File: src/rtl/draw_scheduler.sv
// draw_scheduler: per-frame erase-then-draw sequencer driving the object datapath
module draw_scheduler #(
  parameter int NUM_OBJ = 5,
  parameter int TIMEOUT = 1023
) (
  input  logic               clk,
  input  logic               reset,
  input  logic               frame_tick,
  input  logic [NUM_OBJ-1:0] obj_valid,
  input  logic               obj_done,
  output logic [3:0]         control_signal,
  output logic               obj_start,
  output logic               erase,
  output logic               plot,
  output logic               busy,
  output logic               frame_done,
  output logic               timeout_err,
  output logic               overrun
);
  localparam int WW = (TIMEOUT > 1) ? $clog2(TIMEOUT + 1) : 1;
  typedef enum logic [2:0] {IDLE, SELECT, START, WAIT, FINISH} state_t;
  state_t state;
  logic [3:0] idx;
  logic pass;
  logic [NUM_OBJ-1:0] cur_mask, prev_mask, act;
  logic [WW-1:0] wdog;
  logic hit, at_end, active;
  assign act = pass ? cur_mask : prev_mask;
  assign at_end = idx == 4'(NUM_OBJ);
  assign active = state == SELECT || state == START || state == WAIT;
  // mask bit for the index currently under examination
  always_comb begin
    hit = 1'b0;
    for (int i = 0; i < NUM_OBJ; i++) hit = (idx == 4'(i)) ? act[i] : hit;
  end
  // frame sequencer: erase pass over prev_mask, then draw pass over the snapshot
  always_ff @(posedge clk or negedge reset) begin
    if (!reset) begin
      state       <= IDLE;
      idx         <= 4'd0;
      pass        <= 1'b0;
      cur_mask    <= '0;
      prev_mask   <= '0;
      wdog        <= '0;
      timeout_err <= 1'b0;
      overrun     <= 1'b0;
    end else begin
      if (frame_tick && state != IDLE) overrun <= 1'b1;
      case (state)
        IDLE: if (frame_tick) begin
          cur_mask <= obj_valid;
          idx      <= 4'd0;
          pass     <= 1'b0;
          state    <= SELECT;
        end
        SELECT: if (at_end) begin
          if (pass) state <= FINISH;
          else begin
            pass <= 1'b1;
            idx  <= 4'd0;
          end
        end else if (hit) state <= START;
        else idx <= idx + 4'd1;
        START: begin
          wdog  <= '0;
          state <= WAIT;
        end
        WAIT: begin
          wdog <= wdog + 1'b1;
          if (obj_done || wdog == WW'(TIMEOUT)) begin
            timeout_err <= timeout_err | ~obj_done;
            idx         <= idx + 4'd1;
            state       <= SELECT;
          end
        end
        FINISH: begin
          prev_mask <= cur_mask;
          state     <= IDLE;
        end
        default: state <= IDLE;
      endcase
    end
  end
  // Moore output decode from registered state
  assign control_signal = active ? idx : 4'd0;
  assign erase = active & ~pass;
  assign obj_start = state == START;
  assign plot = state == WAIT;
  assign busy = state != IDLE;
  assign frame_done = state == FINISH;
endmodule

File: config.mk
export PLATFORM = sky130hd
export DESIGN_NAME = draw_scheduler
export DESIGN_NICKNAME = d
export VERILOG_FILES = /design/src/rtl/draw_scheduler.sv
export SDC_FILE = /design/constraint.sdc
export NUM_CORES = 1
export LEC_CHECK = 0
export CORE_ASPECT_RATIO = 0.9
export CORE_UTILIZATION = 55
export CTS_CLUSTER_DIAMETER = 150
export DETAILED_ROUTE_END_ITERATION = 7
export PLACE_DENSITY_LB_ADDON = 0.25
export RECOVER_POWER = 25
export SLEW_MARGIN = 40
export SYNTH_ARGS = -nofsm -noshare
export SYNTH_HDL_FRONTEND = slang
export SYNTH_SLANG_ARGS = --single-unit
export TNS_END_PERCENT = 50
File: constraint.sdc
create_clock -name clk -period 2.3 [get_ports clk]
set_input_delay 0.345 -clock clk [delete_from_list [all_inputs] [get_ports clk]]
set_output_delay 0.345 -clock clk [all_outputs]
set_load 0.01 [all_outputs]
==> results of run 1 <==
## power breakdown
group | total [mW] | switching, mW | leakage, nW | internal, mW
registers | 0.836 | 0.172 | 0.387 | 0.665
logic | 0.874 | 0.422 | 0.469 | 0.452
clock network | 0.560 | 0.191 | 0.0585 | 0.368
total | 2.27 | 0.785 | 0.914 | 1.49
## state kept, by name, indices dropped and copies added (netlist names)
| name | flops |
|---|---|
| state | 3 |
| wdog | 10 |
| pass | 1 |
| cur_mask | 5 |
| idx | 4 |
| overrun | 1 |
| timeout_err | 1 |
| prev_mask | 5 |
## path summary, 6_finish.rpt
path	depth (start not counted)	start	slack, ns	to
min in group asynchronous	2	reset	0.93	state[1]
max in group asynchronous	2	reset	0.46	wdog[7]
worst min-delay path	1	overrun	0.49	overrun
worst max-delay path	4	state[2]	0.003	plot
worst max register to register	6	pass	0.16	idx[3]
worst min register to register	1	overrun	0.49	overrun
## worst max-delay path, cell delays in order (launching register included)
cell and delay [ns]:
sky130_fd_sc_hd__dfrtp_1 0.43, sky130_fd_sc_hd__nor2_1 0.27, sky130_fd_sc_hd__nand2_1 0.19, sky130_fd_sc_hd__inv_1 0.18, sky130_fd_sc_hd__clkdlybuf4s50_1 0.56
## stage by stage
| step | std cells | instance area [sq um] | total power, mW |
|---|---|---|---|
| 6_report | 238 | 2031 | 2.270 |
| 5_1_grt | 238 | 2031 | 2.411 |
| 4_1_cts | 238 | 2034 | 2.277 |
| 3_5_place_dp | 230 | 1923 | 1.708 |
| 3_3_place_gp | 230 | 1923 | 1.662 |
| 2_1_floorplan | 170 | 1662 | 1.419 |
## layer usage
metal | vias up | wire length (microns)
met5 | - | 0
met4 | 0 | 78
met1 | 658 | 1566
li1 | 658 | -
met3 | 10 | 198
met2 | 42 | 1682
## cells in the final DEF, fill, tap and decap left out, types with 2 or more instances in the layout
cell,instances
sky130_fd_sc_hd__bufinv_16,2
sky130_fd_sc_hd__a21oi_1,4
sky130_fd_sc_hd__inv_1,9
sky130_fd_sc_hd__nand3_1,9
sky130_fd_sc_hd__nor2_1,13
sky130_fd_sc_hd__nor3_1,6
sky130_fd_sc_hd__mux2_2,13
sky130_fd_sc_hd__a21o_1,3
sky130_fd_sc_hd__ha_1,5
sky130_fd_sc_hd__nand2_1,17
sky130_fd_sc_hd__buf_4,8
sky130_fd_sc_hd__o31ai_1,3
sky130_fd_sc_hd__nand3b_1,3
sky130_fd_sc_hd__clkbuf_4,5
sky130_fd_sc_hd__nand2b_1,2
sky130_fd_sc_hd__and3_1,2
sky130_fd_sc_hd__nor3b_1,2
sky130_fd_sc_hd__mux2i_1,2
sky130_fd_sc_hd__o21ai_0,15
sky130_fd_sc_hd__clkdlybuf4s50_1,18
sky130_fd_sc_hd__dfrtp_1,30
## cell families (layout without fill, tap and decap cells)
logic type | Yosys count | after routing | synth area share, %
AND/OR/NAND/NOR | 64 | 64 | 19.43
AO/OA/AOI/OAI | 36 | 36 | 14.84
flip-flops | 30 | 30 | 45.18
buffers and inverters | 17 | 45 | 4.819
multiplexers | 16 | 16 | 10.92
adder cells (fa/ha/maj) | 5 | 5 | 3.765
XOR/XNOR | 2 | 2 | 1.054
## what timing repair did
item                                    in CTS  in global routing
endpoints found under the setup margin       0                  3
hold endpoints to repair                     0                  0
gates resized for setup                      0                  0
## area by class of cell
cell class                      instances  area share, %
Inverter                                9          1.664
Clock buffer                            6          2.526
Sequential cell                        30          36.97
Timing Repair Buffer                   28          12.51
Tap cell                               40          2.465
Multi-Input combinational cell        123          40.91
Clock inverter                          2          2.957
==> run summary, run 1 <==
After synthesis, the netlist uses 44 different library cells. The flow ran to the end, but the final reports show violations. Summed over all instances, the cell type with the most area after synthesis is sky130_fd_sc_hd__dfrtp_1.

The detailed router finished its first iteration with 80 violations. Post-detailed-routing wire length: 3.526 mm. The tools report the share of the yosys chip area belonging to registers as 45.18%. Global routing consumed, on the met1 layer, 33.18% of the routing resources. After synthesis, the cell types taking the most area are sky130_fd_sc_hd__dfrtp_1, sky130_fd_sc_hd__mux2_2, sky130_fd_sc_hd__o21ai_0. The number of diodes added for antenna fixing was 0. The kind of start point of the critical path was a flop. The number of flops mapped to enable cells by yosys was 0. The max-capacitance violation count is 1. The tools report the worst setup skew after layout as 0.008028 ns.

Setup repair after global routing could not meet its margin everywhere. The H-tree depth was 2; the final worst-path cycle share was 99.88%. The count of nets left with antenna violations once routing finished came out at 0. Before CTS, the worst setup slack after placement is 0.1098 ns. The checks that failed: max-capacitance violations, max-slew violations.

Dividing total power by cell area gives a power density of 1118 nW/um^2. The initial antenna violation count was 0. The footprint of the multi-input gates came out at 830.8 sq um. The remaining global-route overflow was 0; the peak fanout along the critical path was 4.

From bottom edge to top edge, the die measures 54.15 microns. The logs give 0 for the final number of hold-violating endpoints and 0.33 ns for the clock latency on the worst-skew pair. The logs give 0 for the post-CTS setup buffer count and 59.02% for the initial core utilization.

For the pin with the worst max-slew slack, the measured transition is 1.572 ns. The placed wire-length estimate was 2.527 mm; the smallest setup slack after layout was 0.002753 ns. The vias after detailed routing was 1368. The peak supply drop was 0.0006976 V; the worst hold-check slack was 0.4946 ns. The flip-flop and latch area was 750.7 sq um. The clock-pin slew reported for the worst setup and hold paths after clock tree synthesis came out at 0.09 ns.

The clock tree root buffer cell is sky130_fd_sc_hd__clkbuf_4. Final estimated routing congestion in global placement: 0.8629. Yosys instantiated no cell more often than sky130_fd_sc_hd__dfrtp_1.

The top cell type by area accounts for 45.18% of the synthesized area. The arrival time at the worst endpoint is 1.95 ns. Dividing the detail-routed wire length by the instance count gives 14.82 microns. The number of top-level design ports was 20. The cell area after synthesis was 1662 sq um; the site row count was 18.

By count the netlist is led by sky130_fd_sc_hd__dfrtp_1, sky130_fd_sc_hd__nand2_1, sky130_fd_sc_hd__o21ai_0. The width of the die was 59.94 microns; the number of failing setup endpoints in the final timing report was 0. The number of nets handed over by synthesis was 184.

The Yosys step of the flow raised 0 warnings. The routing usage on met3 came out at 6.010%. The cell leakage power is 0.9139 nW, and the shortest period the worst path allows is 2.297 ns.

Buffers inserted during clock tree synthesis total 5. The fraction of final layout cells sized beyond drive strength 1 is 19.19%, and the core region area is 2815 sq um. TritonCTS built the clock tree. For this run, the total global-route usage over all layers was measured as 25.31%.

The layout has 213 filler cells. The tightest min-delay check is of the reg -> reg type. For this run, the top clock speed supported by timing is 435.3 MHz.

The via count of the first global-routing pass came out at 1283. Dividing the detail-routed via count by the number of cells gives 5.748. For the final sum of negative setup slack, the log shows 0 ns.

The post-route core utilization was 72.13%; the maximum number of pins on one net before global-route repair was 31. STA classifies the critical path endpoint as an output port. The final layout contains 211 nets.

The tools report the detailed-route DRC error count as 0. In this run the tightest slew margin relative to its limit is -4.816%. The first-pass GRT wire length came out at 5.830 mm.

The relative area change from synthesis to final layout was 22.21%; the endpoint required time on the critical path was 1.96 ns. The predominant post-synthesis flop cell was sky130_fd_sc_hd__dfrtp_1. The total die area is 3245 sq um, and the number of buffers added to fix hold violations after cts is 0.

The layer carrying the most global-route usage was met2. In this run the deepest clock path goes through 2 buffers. The count of buffers from port buffering was 19; the average instance area after synthesis was 9.774 sq um. Counting flops and latches in the post-synthesis netlist gives 30. The worst setup path is of the reg -> out kind. After synthesis, the share of flip-flops with an asynchronous set or reset is 100.0%.

For the synthesized instance count, the log shows 170. Clock net sink count: 30. The logs give 4 for the number of detailed-route iterations in the first pass and 31 for the number of max-slew violations in the final report. Global routing consumed, on the met2 layer, 38.89% of the routing resources.
(Power assumes the default switching activity.)
==> inputs of run 2 (changes only) <==
Settings changed: CTS_CLUSTER_SIZE set to 8.
==> results of run 2 <==
The final DEF is identical to that of run 1; final timing and power are the same.
